===== src/rtl/wb_arbiter_pkg.sv =====
// wb_arbiter_pkg: shared arbiter state/requester types and grant decode
package wb_arbiter_pkg;
  typedef enum logic [1:0] {IDLE, GNT_M0, GNT_M1} arb_state_e;
  typedef enum logic {M0, M1} master_e;
  function automatic logic [1:0] grant_of(input arb_state_e s);
    return s == GNT_M1 ? 2'b10 : s == GNT_M0 ? 2'b01 : 2'b00;
  endfunction
endpackage


===== src/rtl/wb_bus_t.sv =====
// wb_bus_t: Wishbone classic bundle shared by requesters and memory side
interface wb_bus_t #(parameter int BW = 32);
  logic          cyc;
  logic          stb;
  logic          we;
  logic          ack;
  logic [BW/8-1:0] sel;
  logic [BW-1:0] adr;
  logic [BW-1:0] dat_w;
  logic [BW-1:0] dat_r;
  modport master(output cyc, stb, we, sel, adr, dat_w, input ack, dat_r);
  modport slave(input cyc, stb, we, sel, adr, dat_w, output ack, dat_r);
endinterface


===== src/rtl/wb_arbiter_watchdog.sv =====
// wb_watchdog: counts unacknowledged strobe cycles and flags expiry at TIMEOUT
module wb_watchdog #(
  parameter int TIMEOUT = 64
) (
  input  logic clk,
  input  logic rstn_i,
  input  logic count_en,
  input  logic clear,
  output logic expire
);
  localparam int CW = TIMEOUT > 0 ? $clog2(TIMEOUT + 1) : 1;
  logic [CW-1:0] cnt_q, cnt_d;
  assign expire = (TIMEOUT != 0) && (cnt_q == CW'(TIMEOUT));
  // expiry clears itself so the counter never exceeds TIMEOUT
  assign cnt_d = (clear || expire || TIMEOUT == 0) ? '0 : cnt_q + CW'(count_en);
  always_ff @(posedge clk) cnt_q <= !rstn_i ? '0 : cnt_d;
endmodule


===== src/rtl/wb_arbiter.sv =====
// wb_arbiter: two-requester Wishbone arbiter with bus lock, round-robin ties and ack watchdog
module wb_arbiter
  import wb_arbiter_pkg::*;
#(
  parameter int TIMEOUT = 64,
  parameter int BITSIZE = 32
) (
  input  logic       clk,
  input  logic       rstn_i,
  wb_bus_t.slave     wb_m0,
  wb_bus_t.slave     wb_m1,
  wb_bus_t.master    wb_s,
  output logic [1:0] grant_o,
  output logic       timeout_o
);
  arb_state_e state_q, state_d;
  master_e    last_q, last_d;
  logic [1:0] grant_q;
  logic       timeout_q;
  logic       g0, g1, sel_cyc, sel_stb, expire;
  assign g0 = state_q == GNT_M0;
  assign g1 = state_q == GNT_M1;
  assign sel_cyc = g0 ? wb_m0.cyc : g1 ? wb_m1.cyc : 1'b0;
  assign sel_stb = g0 ? wb_m0.stb : g1 ? wb_m1.stb : 1'b0;
  // an expiring cycle withdraws the strobe from the slave
  assign wb_s.cyc   = sel_cyc & ~expire;
  assign wb_s.stb   = sel_stb & ~expire;
  assign wb_s.we    = g0 ? wb_m0.we : g1 ? wb_m1.we : 1'b0;
  assign wb_s.sel   = g0 ? wb_m0.sel : g1 ? wb_m1.sel : '0;
  assign wb_s.adr   = g0 ? wb_m0.adr : g1 ? wb_m1.adr : '0;
  assign wb_s.dat_w = g0 ? wb_m0.dat_w : g1 ? wb_m1.dat_w : '0;
  assign wb_m0.ack   = rstn_i & g0 & (wb_s.ack | expire);
  assign wb_m1.ack   = rstn_i & g1 & (wb_s.ack | expire);
  assign wb_m0.dat_r = (rstn_i && g0 && wb_s.ack) ? wb_s.dat_r : {BITSIZE{1'b0}};
  assign wb_m1.dat_r = (rstn_i && g1 && wb_s.ack) ? wb_s.dat_r : {BITSIZE{1'b0}};
  assign grant_o   = grant_q;
  assign timeout_o = timeout_q;
  always_comb begin
    state_d = state_q;
    last_d  = last_q;
    case (state_q)
      IDLE:   state_d = (wb_m0.cyc && wb_m1.cyc) ? (last_q == M1 ? GNT_M0 : GNT_M1) :
                        wb_m0.cyc ? GNT_M0 : wb_m1.cyc ? GNT_M1 : IDLE;
      GNT_M0: if (!wb_m0.cyc) begin
        state_d = wb_m1.cyc ? GNT_M1 : IDLE;
        last_d  = M0;
      end
      GNT_M1: if (!wb_m1.cyc) begin
        state_d = wb_m0.cyc ? GNT_M0 : IDLE;
        last_d  = M1;
      end
      default: state_d = IDLE;
    endcase
  end
  always_ff @(posedge clk) begin
    if (!rstn_i) begin
      state_q   <= IDLE;
      last_q    <= M1;
      grant_q   <= 2'b00;
      timeout_q <= 1'b0;
    end else begin
      state_q   <= state_d;
      last_q    <= last_d;
      grant_q   <= grant_of(state_d);
      timeout_q <= timeout_q | (expire & ~wb_s.ack);
    end
  end
  wb_watchdog #(.TIMEOUT(TIMEOUT)) u_wdog (
    .clk      (clk),
    .rstn_i   (rstn_i),
    .count_en ((g0 | g1) & sel_stb & ~wb_s.ack),
    .clear    (wb_s.ack | (state_d != state_q)),
    .expire   (expire)
  );
endmodule


===== src/flat_wrapper.sv =====
// flat-port wrapper written by rule: the top's interface ports become plain ports
module wb_arbiter_flat import wb_arbiter_pkg::*;
#(
  parameter int TIMEOUT = 64,
  parameter int BITSIZE = 32
)
  (clk, rstn_i, grant_o, timeout_o, wb_m0_cyc, wb_m0_stb, wb_m0_we, wb_m0_sel, wb_m0_adr, wb_m0_dat_w, wb_m0_ack, wb_m0_dat_r, wb_m1_cyc, wb_m1_stb, wb_m1_we, wb_m1_sel, wb_m1_adr, wb_m1_dat_w, wb_m1_ack, wb_m1_dat_r, wb_s_cyc, wb_s_stb, wb_s_we, wb_s_sel, wb_s_adr, wb_s_dat_w, wb_s_ack, wb_s_dat_r);
  wb_bus_t #(.BW(32)) wb_m0_i ();
  wb_bus_t #(.BW(32)) wb_m1_i ();
  wb_bus_t #(.BW(32)) wb_s_i ();
  input  logic clk;
  input  logic rstn_i;
  output logic [1:0] grant_o;
  output logic timeout_o;
  input wire logic [$bits(wb_m0_i.cyc)-1:0] wb_m0_cyc;
  input wire logic [$bits(wb_m0_i.stb)-1:0] wb_m0_stb;
  input wire logic [$bits(wb_m0_i.we)-1:0] wb_m0_we;
  input wire logic [$bits(wb_m0_i.sel)-1:0] wb_m0_sel;
  input wire logic [$bits(wb_m0_i.adr)-1:0] wb_m0_adr;
  input wire logic [$bits(wb_m0_i.dat_w)-1:0] wb_m0_dat_w;
  output wire logic [$bits(wb_m0_i.ack)-1:0] wb_m0_ack;
  output wire logic [$bits(wb_m0_i.dat_r)-1:0] wb_m0_dat_r;
  input wire logic [$bits(wb_m1_i.cyc)-1:0] wb_m1_cyc;
  input wire logic [$bits(wb_m1_i.stb)-1:0] wb_m1_stb;
  input wire logic [$bits(wb_m1_i.we)-1:0] wb_m1_we;
  input wire logic [$bits(wb_m1_i.sel)-1:0] wb_m1_sel;
  input wire logic [$bits(wb_m1_i.adr)-1:0] wb_m1_adr;
  input wire logic [$bits(wb_m1_i.dat_w)-1:0] wb_m1_dat_w;
  output wire logic [$bits(wb_m1_i.ack)-1:0] wb_m1_ack;
  output wire logic [$bits(wb_m1_i.dat_r)-1:0] wb_m1_dat_r;
  output wire logic [$bits(wb_s_i.cyc)-1:0] wb_s_cyc;
  output wire logic [$bits(wb_s_i.stb)-1:0] wb_s_stb;
  output wire logic [$bits(wb_s_i.we)-1:0] wb_s_we;
  output wire logic [$bits(wb_s_i.sel)-1:0] wb_s_sel;
  output wire logic [$bits(wb_s_i.adr)-1:0] wb_s_adr;
  output wire logic [$bits(wb_s_i.dat_w)-1:0] wb_s_dat_w;
  input wire logic [$bits(wb_s_i.ack)-1:0] wb_s_ack;
  input wire logic [$bits(wb_s_i.dat_r)-1:0] wb_s_dat_r;
  assign wb_m0_i.cyc = wb_m0_cyc;
  assign wb_m0_i.stb = wb_m0_stb;
  assign wb_m0_i.we = wb_m0_we;
  assign wb_m0_i.sel = wb_m0_sel;
  assign wb_m0_i.adr = wb_m0_adr;
  assign wb_m0_i.dat_w = wb_m0_dat_w;
  assign wb_m0_ack = wb_m0_i.ack;
  assign wb_m0_dat_r = wb_m0_i.dat_r;
  assign wb_m1_i.cyc = wb_m1_cyc;
  assign wb_m1_i.stb = wb_m1_stb;
  assign wb_m1_i.we = wb_m1_we;
  assign wb_m1_i.sel = wb_m1_sel;
  assign wb_m1_i.adr = wb_m1_adr;
  assign wb_m1_i.dat_w = wb_m1_dat_w;
  assign wb_m1_ack = wb_m1_i.ack;
  assign wb_m1_dat_r = wb_m1_i.dat_r;
  assign wb_s_cyc = wb_s_i.cyc;
  assign wb_s_stb = wb_s_i.stb;
  assign wb_s_we = wb_s_i.we;
  assign wb_s_sel = wb_s_i.sel;
  assign wb_s_adr = wb_s_i.adr;
  assign wb_s_dat_w = wb_s_i.dat_w;
  assign wb_s_i.ack = wb_s_ack;
  assign wb_s_i.dat_r = wb_s_dat_r;
  wb_arbiter #(.TIMEOUT(TIMEOUT), .BITSIZE(BITSIZE)) u_core (.clk(clk), .rstn_i(rstn_i), .wb_m0(wb_m0_i), .wb_m1(wb_m1_i), .wb_s(wb_s_i), .grant_o(grant_o), .timeout_o(timeout_o));
endmodule

===== config.mk =====
export PLATFORM = sky130hd
export DESIGN_NAME = wb_arbiter_flat
export DESIGN_NICKNAME = d
export VERILOG_FILES = /design/src/rtl/wb_arbiter_pkg.sv /design/src/rtl/wb_bus_t.sv /design/src/rtl/wb_arbiter_watchdog.sv /design/src/rtl/wb_arbiter.sv /design/src/flat_wrapper.sv
export SDC_FILE = /design/constraint.sdc
export NUM_CORES = 1
export LEC_CHECK = 0
export BUFFER_PORTS_ARGS = -buffer_cell sky130_fd_sc_hd__buf_2
export CELL_PAD_IN_SITES_DETAIL_PLACEMENT = 1
export CELL_PAD_IN_SITES_GLOBAL_PLACEMENT = 2
export CORE_MARGIN = 5
export CORE_UTILIZATION = 11
export CTS_CLUSTER_SIZE = 28
export DETAILED_ROUTE_END_ITERATION = 6
export PLACE_DENSITY = 0.85
export SLEW_MARGIN = 15
export SYNTH_ARGS = -nofsm -noshare
export SYNTH_HDL_FRONTEND = slang
export SYNTH_SLANG_ARGS = --single-unit

===== constraint.sdc =====
create_clock -name clk -period 2.7 [get_ports clk]
set_input_delay 0 -clock clk [delete_from_list [all_inputs] [get_ports clk]]
set_output_delay 0 -clock clk [all_outputs]
set_load 0.01 [all_outputs]

==> results by group <==
Placement
  – Detailed placer's ending HPWL: between 10000 and 15000 µm
  – Port Buffers: between 300 and 400
  – Final GP Congestion: between 0.7 and 0.8
  – Pre-CTS setup slack: about 0.30 ns

Timing
  – Slew at the pin with the worst max-slew slack: 0.724 ns
  – Shortest clock period the worst path allows after layout: between 2 and 2.5 ns
  – Setup violation total in the final timing report: 0
  – Top achievable clock speed: just over 400 MHz
  – Hold violation count in the final report: 0
  – Final-layout worst hold slack: around 0.038 ns
  – Worst path setup slack after routing: between 0.2 and 0.3 ns
  – Share of the clock period used by the worst path: 0.903
  – Setup_tns: 0 ns
  – Final slew viol count: 0
  – Setup repair after global routing missed its margin: false
  – Rel. slew slack: 0.517
  – Clock Skew: roughly 0.0047 ns

Pwr
  – Combinational cell fraction of total power: 0.534
  – Total leakage power: about 2.2 nW
  – Internal: 0.669 mW
  – Maximum vdd drop: 0.000165 V
  – Power density over the cells: roughly 280 mW/mm²
  – Relative contribution of the clock network to total power: 0.269
  – Overall Power: 1.04 mW
  – Switching fraction of total power: 0.358
  – Net load switching power: around 0.37 mW
  – Sequential group share of total power: 0.198

Drt
  – DR DRC count: 0
  – Final routed wire length divided by cell count: ~16 µm
  – First-pass detailed-route iteration total: 4
  – Via Count: around 3100
  – Final routed wirelength across all metal layers: about 12000 µm
  – Detailed-route vias per instance: 4.06
  – Iter 0 DRT Violations: 71
  – Remaining antenna violation count after routing: 0

Setup path
  – CP Capture Type: register
  – Arrival time at the worst endpoint: between 2 and 3 ns
  – Largest fanout of any net on the critical path: 7
  – Max stage delay on crit path: around 0.45 ns
  – Cell with the largest stage delay on the worst path: dfxtp_1
  – CP startpoint kind: register
  – Most frequent cell on the critical path: ha_1
  – Cells traversed along the worst timing path: inv_1, ha_1, nor2b_4, a22oi_1, nor3b_1, ha_1, ha_1, and3_1, nand3_1, xor2_1, nor3_1
  – Critical Path RT: 2.81 ns
  – Critical path class: reg2reg

Global route
  – Remaining Overflow, GRT: 0
  – First-pass GRT wire length: 17500 µm
  – Total routing resource utilization after global routing: 0.106
  – Largest net degree at the start of global routing: 70
  – Vias in the first global route: roughly 3400
  – Number of antenna violations at the first check in global routing: 0

Clock tree
  – Clock insertion delay at the later pin of the skew report: about 0.24 ns
  – Post_cts resized: 0
  – Number of setup buffers added after CTS: 0
  – H-tree levels: 1
  – Num CTS Buffers: 3
  – Clock edge transition at the registers on the reported setup and hold paths: ~0.05 ns
  – CTS tree: built
  – Clock sinks: 13
  – Root buf cell: clkbuf_16
  – Buffer levels on the longest clock path: 2
  – Post-CTS Hold Buffers: 0

Hold path
  – Classification of the worst-slack hold path: in2reg

Synthesis
  – Synthesized netlist cell count: approximately 240
  – Proportion of synthesized chip area in sequential cells: 0.137
  – Distinct cells, synth: 34
  – Synth Area per Inst: between 7 and 8 µm²
  – Synthesized cell area: around 0.0019 mm²
  – Flops & latches, synth: 13
  – Post-synth net total: approximately 430
  – Number of warnings reported in the yosys synthesis log: 0

Floorplan
  – Boundary Pins: ~320
  – Die boundary height: between 100 and 150 µm
  – Die outline area: roughly 0.02 mm²
  – Die width: about 140 µm
  – Placeable Area: roughly 0.017 mm²
  – Starting utilization of the core area: 0.111
  – Core Rows: 48

Flow run
  – Count of max-cap constraint violations: 0

Final layout
  – Synth-to-layout area growth: 99.1%
  – Proportion of layout cells with a drive suffix above 1: 0.613
  – Fill cell count: between 2000 and 2500
  – Fin nets: ~730
  – ANT cells: 0

Status
  – Outcome: completed
critical path: cells and delay by family (launching register included):
family / cells / cell delay (ns)
compound gates: 1 / 0.20
buf+inv: 1 / 0.13
xor+xnor: 1 / 0.15
flops: 1 / 0.45
fa+ha+maj: 3 / 0.75
simple gates: 5 / 0.61
per-layer routing:
metal  GRT usage  vias up  share of wire
met3      0.0364        4           0.12
met2       0.194      208           0.48
li1            -     1495              -
met5           0        -              0
met1       0.123     1410           0.39
met4      0.0146        0         0.0079
power by group through the flow:
stage / registers, mW / logic (mW) / clock network [mW]
final: 0.206 / 0.556 / 0.280
after global placement: 0.209 / 0.562 / 0
after detailed placement: 0.209 / 0.566 / 0
after global routing: 0.207 / 0.611 / 0.298
after CTS: 0.206 / 0.569 / 0.288
after floorplan: 0.208 / 0.271 / 0
state kept, by name (all words and copies together), names as in the netlist:
signal / flops
u_core.grant_o: 2
u_core.last_q: 1
u_core.state_q: 2
u_core.timeout_o: 1
u_core.u_wdog.cnt_q: 7
Yosys cell counts:
cell type | instances | area, µm²
a2111o_1 | 1 | 11.3
a211oi_2 | 1 | 12.5
a21oi_1 | 1 | 5.00
a21oi_2 | 1 | 8.76
a22o_1 | 70 | 613
a22oi_1 | 1 | 7.51
a22oi_2 | 1 | 12.5
a31oi_4 | 1 | 21.3
and2_1 | 65 | 407
and3_1 | 4 | 25.0
and3b_1 | 1 | 8.76
and4b_1 | 1 | 10.0
buf_2 | 8 | 40.0
buf_4 | 1 | 7.51
clkbuf_1 | 13 | 48.8
dfxtp_1 | 13 | 260
ha_1 | 7 | 87.6
inv_1 | 5 | 18.8
mux2i_2 | 1 | 13.8
nand2_1 | 6 | 22.5
nand2b_1 | 4 | 25.0
nand3_1 | 3 | 15.0
nor2_1 | 5 | 18.8
nor2b_1 | 4 | 25.0
nor3_1 | 10 | 50.1
nor3b_1 | 1 | 7.51
nor4b_2 | 1 | 15.0
o21a_1 | 2 | 15.0
o21ai_1 | 1 | 5.00
o21bai_1 | 1 | 7.51
o311ai_4 | 1 | 26.3
or2_2 | 1 | 6.26
xnor2_1 | 3 | 26.3
xor2_1 | 2 | 17.5
layout make-up:
class	instances	area [µm²]	share of cell area
clock buffer	4	78.8	0.0208
inverter	5	18.8	0.00496
multi-input combinational	201	1540	0.406
sequential	13	260	0.0687
tap	225	282	0.0743
timing repair buffer	320	1610	0.426
stage by stage:
step / util / instances / instance area (µm²)
floorplan: - / 241 / 1900
global placement: 0.217 / 764 / 3710
detailed placement: 0.217 / 764 / 3710
CTS: 0.221 / 768 / 3790
global route: 0.221 / 768 / 3790
finish: 0.221 / 768 / 3790
cells in the final DEF (no fill, tap or decap), drive strengths merged, types with 2 or more instances in the layout:
cell type,Yosys,final
buf,9,320
a22o,70,70
and2,65,65
dfxtp,13,13
nor3,10,10
ha,7,7
nand2,6,6
inv,5,5
nor2,5,5
and3,4,4
nand2b,4,4
nor2b,4,4
clkbuf,13,4
nand3,3,3
xnor2,3,3
o21a,2,2
xor2,2,2
a22oi,2,2
a21oi,2,2
kinds of logic (layout without fill, tap and decap cells):
group	after synthesis	after routing	share of synthesized area
AND/OR/NAND/NOR	106	106	0.334
buffers and inverters	27	329	0.0605
AO/OA/AOI/OAI	82	82	0.392
flip-flops	13	13	0.137
XOR/XNOR	5	5	0.0230
adder cells (fa/ha/maj)	7	7	0.0461
multiplexers	1	1	0.00724
worst paths after layout:
kind / from / to / slack (ns) / cells after the start
max: u_core.state_q[0] / u_core.u_wdog.cnt_q[6] / 0.26 / 11
min: rstn_i / u_core.last_q / 0.04 / 2
max reg2reg: u_core.state_q[0] / u_core.u_wdog.cnt_q[6] / 0.26 / 11
min reg2reg: u_core.timeout_o / u_core.timeout_o / 0.47 / 1
No activity file was read; power rests on OpenSTA's default activity.
